===== config.mk =====
export PLATFORM = sky130hd
export DESIGN_NAME = l1_writeback_buffer
export DESIGN_NICKNAME = d
export VERILOG_FILES = /design/src/rtl/lc3b_types.sv /design/src/rtl/l1_wb_match.sv /design/src/rtl/l1_writeback_buffer.sv
export SDC_FILE = /design/constraint.sdc
export NUM_CORES = 1
export LEC_CHECK = 0
export BUFFER_PORTS_ARGS = -buffer_cell sky130_fd_sc_hd__buf_2
export CAP_MARGIN = 20
export CORE_ASPECT_RATIO = 0.7
export CORE_MARGIN = 1
export CORE_UTILIZATION = 55
export CTS_BUF_LIST = sky130_fd_sc_hd__clkbuf_4 sky130_fd_sc_hd__clkbuf_8
export DETAILED_ROUTE_END_ITERATION = 10
export PLACE_DENSITY_LB_ADDON = 0.12
export SETUP_SLACK_MARGIN = 0.5
export SYNTH_ARGS = -nofsm -noshare
export SYNTH_HDL_FRONTEND = slang
export SYNTH_SLANG_ARGS = --single-unit
export TNS_END_PERCENT = 1

===== constraint.sdc =====
create_clock -name clk -period 5.3 [get_ports clk]
set_input_delay 0.265 -clock clk [delete_from_list [all_inputs] [get_ports clk]]
set_output_delay 0.265 -clock clk [all_outputs]
set_load 0.01 [all_outputs]

===== src/rtl/lc3b_types.sv =====
// Shared LC-3b cache types, constants and writeback FSM state encoding.
// Imported by the writeback buffer and its match sub-module.
package lc3b_types;

  typedef logic [15:0]  lc3b_word;
  typedef logic [127:0] lc3b_cacheline;

  localparam int LC3B_LINE_OFFSET_BITS = 4;
  localparam int LC3B_TAG_BITS = 16 - LC3B_LINE_OFFSET_BITS;

  typedef logic [LC3B_TAG_BITS-1:0] lc3b_tag_t;

  typedef enum logic {
    WB_IDLE,
    WB_WRITE
  } lc3b_wb_state_t;

endpackage


===== src/rtl/l1_wb_match.sv =====
// Tag match over buffered lines; reports hit and index of the newest match.
// Scans oldest-to-newest so the entry closest to the tail overrides.
module l1_wb_match
  import lc3b_types::*;
#(
  parameter int DEPTH = 2,
  parameter int PW    = 1
) (
  input  lc3b_tag_t        tags_i [DEPTH],
  input  logic [DEPTH-1:0] valid_i,
  input  logic [PW-1:0]    tail_i,
  input  lc3b_tag_t        tag_i,
  output logic             hit_o,
  output logic [PW-1:0]    idx_o
);

  always_comb begin
    int j;
    logic [PW-1:0] jj;
    hit_o = 1'b0;
    idx_o = '0;
    j     = 0;
    jj    = '0;
    for (int k = DEPTH; k >= 1; k--) begin
      j  = (int'(tail_i) + DEPTH - k) % DEPTH;
      jj = PW'(j);
      if (valid_i[jj] && (tags_i[jj] == tag_i)) begin
        hit_o = 1'b1;
        idx_o = jj;
      end
    end
  end

endmodule


===== src/rtl/l1_writeback_buffer.sv =====
// In-order buffer of evicted dirty L1 lines draining to the L2 write port,
// with combinational forwarding of buffered lines to the L1 refill path.
module l1_writeback_buffer
  import lc3b_types::*;
#(
  parameter int DEPTH = 2
) (
  input  logic          clk,
  input  logic          reset_n,
  input  logic          evict_valid,
  input  lc3b_word      evict_addr,
  input  lc3b_cacheline evict_data,
  output logic          evict_ready,
  input  lc3b_word      lookup_addr,
  output logic          lookup_hit,
  output lc3b_cacheline lookup_data,
  input  logic          l2_grant,
  output logic          l2_write,
  output lc3b_word      l2_address,
  output lc3b_cacheline l2_wdata,
  input  logic          l2_resp,
  output logic          wb_empty
);

  localparam int PW = (DEPTH > 1) ? $clog2(DEPTH) : 1;
  localparam int CW = $clog2(DEPTH + 1);
  localparam int OB = LC3B_LINE_OFFSET_BITS;

  lc3b_tag_t        tags_q [DEPTH];
  lc3b_cacheline    data_q [DEPTH];
  logic [DEPTH-1:0] valid_q, valid_d;
  logic [PW-1:0]    head_q, head_d;
  logic [PW-1:0]    tail_q, tail_d;
  logic [CW-1:0]    count_q, count_d;
  lc3b_wb_state_t   state_q, state_d;

  logic          push, pop;
  logic          hit;
  logic [PW-1:0] hit_idx;
  logic          unused_lo;

  assign unused_lo = ^{evict_addr[OB-1:0], lookup_addr[OB-1:0]};

  function automatic logic [PW-1:0] ptr_inc(input logic [PW-1:0] p);
    if (p == PW'(DEPTH - 1)) return '0;
    return p + PW'(1);
  endfunction

  assign evict_ready = (count_q < CW'(DEPTH));
  assign wb_empty    = (count_q == '0);
  assign push        = evict_valid & evict_ready;
  assign pop         = (state_q == WB_WRITE) & l2_resp;

  l1_wb_match #(
    .DEPTH (DEPTH),
    .PW    (PW)
  ) u_match (
    .tags_i  (tags_q),
    .valid_i (valid_q),
    .tail_i  (tail_q),
    .tag_i   (lookup_addr[15:OB]),
    .hit_o   (hit),
    .idx_o   (hit_idx)
  );

  assign lookup_hit  = hit;
  assign lookup_data = hit ? data_q[hit_idx] : '0;

  always_comb begin
    valid_d = valid_q;
    head_d  = head_q;
    tail_d  = tail_q;
    count_d = count_q;
    if (pop) begin
      valid_d[head_q] = 1'b0;
      head_d          = ptr_inc(head_q);
    end
    if (push) begin
      valid_d[tail_q] = 1'b1;
      tail_d          = ptr_inc(tail_q);
    end
    unique case ({push, pop})
      2'b10:   count_d = count_q + CW'(1);
      2'b01:   count_d = count_q - CW'(1);
      default: count_d = count_q;
    endcase
  end

  always_comb begin
    state_d    = state_q;
    l2_write   = 1'b0;
    l2_address = '0;
    l2_wdata   = '0;
    unique case (state_q)
      WB_IDLE: begin
        if ((count_q != '0) && l2_grant) state_d = WB_WRITE;
      end
      WB_WRITE: begin
        l2_write   = 1'b1;
        l2_address = {tags_q[head_q], {OB{1'b0}}};
        l2_wdata   = data_q[head_q];
        if (l2_resp) state_d = WB_IDLE;
      end
      default: state_d = WB_IDLE;
    endcase
  end

  always_ff @(posedge clk or negedge reset_n) begin
    if (!reset_n) begin
      state_q <= WB_IDLE;
      valid_q <= '0;
      head_q  <= '0;
      tail_q  <= '0;
      count_q <= '0;
    end else begin
      state_q <= state_d;
      valid_q <= valid_d;
      head_q  <= head_d;
      tail_q  <= tail_d;
      count_q <= count_d;
    end
  end

  always_ff @(posedge clk or negedge reset_n) begin
    if (!reset_n) begin
      for (int i = 0; i < DEPTH; i++) begin
        tags_q[i] <= '0;
        data_q[i] <= '0;
      end
    end else if (push) begin
      tags_q[tail_q] <= evict_addr[15:OB];
      data_q[tail_q] <= evict_data;
    end
  end

endmodule


==> impl_metrics.csv <==
group,metric,value,unit
die,die_h,153,µm
worst_setup_path,crit_buf_inv,2,
drt,wl,57300,µm
synth,ys_seq_area_frac,0.399,
synth,synthFlopType,"dfrtp_1",
place,hpwl,33200,µm
worst_setup_path,regToRegStartpoint,"tail_q",
drt,viasPerCell,5.91,
worst_setup_path,crit_path_end_kind,"output port",
clock_tree,cts_tree,"done",
power_and_ir_drop,vdd_ir_drop_max,0.000590,V
place,place_congestion,0.850,
synth,synthCells,2054,
drt,vias,17500,
worst_setup_path,ff2ff_setup_slack,2440,ps
synth,synthDistinctLibCells,34,
drt,postRouteAntennaNets,0,
synth,synth_area,18000,µm²
power_and_ir_drop,switching_power,0.00586,W
power_and_ir_drop,power.share.sequential,0.349,
worst_setup_path,r2r_cells,4,
power_and_ir_drop,swShare,0.447,
finish,utilization,0.698,
place,dp.cells,2739,
clock_tree,clk_pin_slew_worst_paths,60,ps
synth,synthArstFlopShare,1.00,
power_and_ir_drop,power.density,582,nW/µm²
synth,syn-mean-instance-area,8.77,µm²
die,die_x,218,µm
worst_setup_path,crit_required,5040,ps
finish,layout-drive-gt1-share,0.306,
sta,finalCriticalPeriod,4300,ps
place,port_buffers,428,
power_and_ir_drop,power_frac_clock,0.160,
die,pin_count,441,
sta,finalClockSkew,15.5,ps
global_routing,grt_overflow,0,
sta,final_hold_viol_count,0,
sta,slew_violations,0,
sta,setup_viol_count_final,0,
synth,yosysWarnings,0,
clock_tree,clock-sinks,287,
power_and_ir_drop,p_comb_frac,0.491,
global_routing,antenna_found_initial,2,
clock_tree,cts_root_buffer,"clkbuf_8",
synth,synth_edf_count,0,
worst_setup_path,critical_path.cell_chain,"mux2i_1 -> xor2_1 -> nand4_1 -> nor4_4 -> buf_12 -> nand3_2 -> a32oi_1 -> buf_2",
sta,post-route-period-util,0.812,
run_status,status,"finished clean",
die,core-area,32300,µm²
worst_setup_path,cp_max_fo,93,
flow_run,maxCapViolCount,0,
worst_hold_path,hp-start,"evict_valid",
worst_setup_path,slowest_delay,840,ps
global_routing,grtUsageTotal,0.331,
clock_tree,cts_setup_buffers,0,
worst_setup_path,slowest_stage,"dfrtp_4",
drt,drc,0,
sta,fmax,232,MHz
die,initial_core_util,0.558,
sta,fin_setup_tns,0,ps
finish,instances_no_fill,2967,
global_routing,grt_pass1_vias,16700,
worst_hold_path,min_to,"tail_q",
global_routing,grt_pass1_wl,89800,µm
worst_setup_path,r2r_end,"data_q[10]",
worst_setup_path,critPathKind,"reg -> out",
drt,dr.first_iter.drc_count,1941,
clock_tree,htreeDepth,2,
clock_tree,cts_buffer_depth,3,
finish,final_nets,2671,
sta,rsz0062_at_grt,"no",
power_and_ir_drop,p_leak,10.5,nW
sta,worst_pin_slew,1260,ps
worst_hold_path,holdPathStages,4,
worst_setup_path,critPathTopFamily,"simple AND/OR/NAND/NOR gates",
worst_setup_path,cp.arrival,4040,ps
finish,syn2layout_area_growth,25.0,%
global_routing,grt_max_degree,254,
sta,relSlewSlack,0.161,
power_and_ir_drop,p_int,0.00724,W
drt,dr.pass1.iters,8,
clock_tree,cts_buffers,47,
worst_setup_path,startpoint_type,"register",
drt,wl_per_cell,19.3,µm
finish,mostFrequentLayoutCells,"nand2_1 (550), buf_2 (427), dfrtp_1 (285), mux2i_1 (162), nand3_1 (161)",
finish,final_common_cell,"nand2_1",
die,num_rows,55,
clock_tree,insertion_delay,580,ps
die,die-area,33500,µm²
worst_hold_path,hp-class,"in -> reg",
synth,ys_ff_latch,287,
==> per-layer routing <==
| metal | track usage | share of wire |
|---|---|---|
| met1 | 0.443 | 0.42 |
| met5 | 0 | 0 |
| met2 | 0.521 | 0.47 |
| met4 | 0.119 | 0.031 |
| met3 | 0.0812 | 0.086 |
==> registers in the layout (all words and copies together), names as in the netlist <==
name / cells
data_q: 256
tags_q: 24
count_q: 2
valid_q: 2
head_q: 1
state_q: 1
tail_q: 1
==> cell type report <==
class                           instances  area [µm²]
Sequential cell                       287        7190
Inverter                                3        13.8
Clock inverter                          5        25.0
Fill cell                            2531        9760
Clock buffer                           77         985
Antenna cell                            2        5.00
Multi-Input combinational cell       1568        9810
Tap cell                              427         534
Timing Repair Buffer                  598        3960
==> cell usage after synthesis (19+ instances only) <==
master / number / area (µm²)
clkbuf_1: 125 / 469
buf_1: 24 / 90.1
nor2_1: 144 / 541
mux2i_1: 162 / 1620
dfrtp_1: 287 / 7180
a32oi_1: 124 / 1090
nand3_2: 90 / 901
nand2_1: 550 / 2060
mux2_2: 140 / 1580
nand3_1: 162 / 811
xnor2_1: 19 / 166
a21oi_1: 123 / 616
==> worst max path at each step <==
| stage | startpoint | endpoint | slack, ps | cells after the start |
|---|---|---|---|---|
| floorplan | tail_q | lookup_data[57] | 2760 | 10 |
| global placement | tail_q | lookup_data[127] | 1700 | 8 |
| detailed placement | tail_q | lookup_data[83] | 1650 | 8 |
| CTS | tail_q | lookup_data[83] | 1000 | 8 |
| global route | tail_q | lookup_data[83] | 830 | 8 |
| finish | tail_q | lookup_data[83] | 1000 | 8 |
==> power by group through the flow <==
stage | combinational [W] | clock [W] | sequential, W
after floorplan | 0.00432 | 0 | 0.00414
after global placement | 0.00611 | 0 | 0.00446
after detailed placement | 0.00623 | 0 | 0.00456
after CTS | 0.00636 | 0.00213 | 0.00452
after global routing | 0.00695 | 0.00223 | 0.00474
final | 0.00644 | 0.00209 | 0.00457
==> worst register-to-register path, delay by kind of cell, from the launching register on <==
kind | cells | cell delay, ps
flip-flops | 1 | 710
multiplexers | 1 | 440
buffers and inverters | 2 | 1380
AND/OR/NAND/NOR | 1 | 210
==> cells by family after synthesis <==
| family | count (synthesis) | synth area share |
|---|---|---|
| simple gates | 982 | 0.255 |
| mux | 302 | 0.178 |
| flops | 287 | 0.399 |
| compound gates | 249 | 0.0950 |
| buf+inv | 202 | 0.0589 |
| xor+xnor | 30 | 0.0146 |
| fa+ha+maj | 1 | 0.000694 |
| other cells | 1 | 0.000208 |
==> per-stage QoR <==
stage                     hold WS [ps]  instance area, µm²  setup slack (ps)  power (W)
after global routing               191               22500               831     0.0139
final                              155               22500               998     0.0131
after detailed placement           350               20000              1650     0.0108
after CTS                          109               22500              1000     0.0130
after global placement             341               20000              1700     0.0106
after floorplan                  -30.6               18000              2760    0.00846
==> repair_timing <==
item | 4_1_cts | 5_1_grt
hold buffers | 143 | 0
hold endpoints to repair | 373 | 0
resized for setup | 0 | 0
Note: power is estimated with default switching activity, not from simulation.
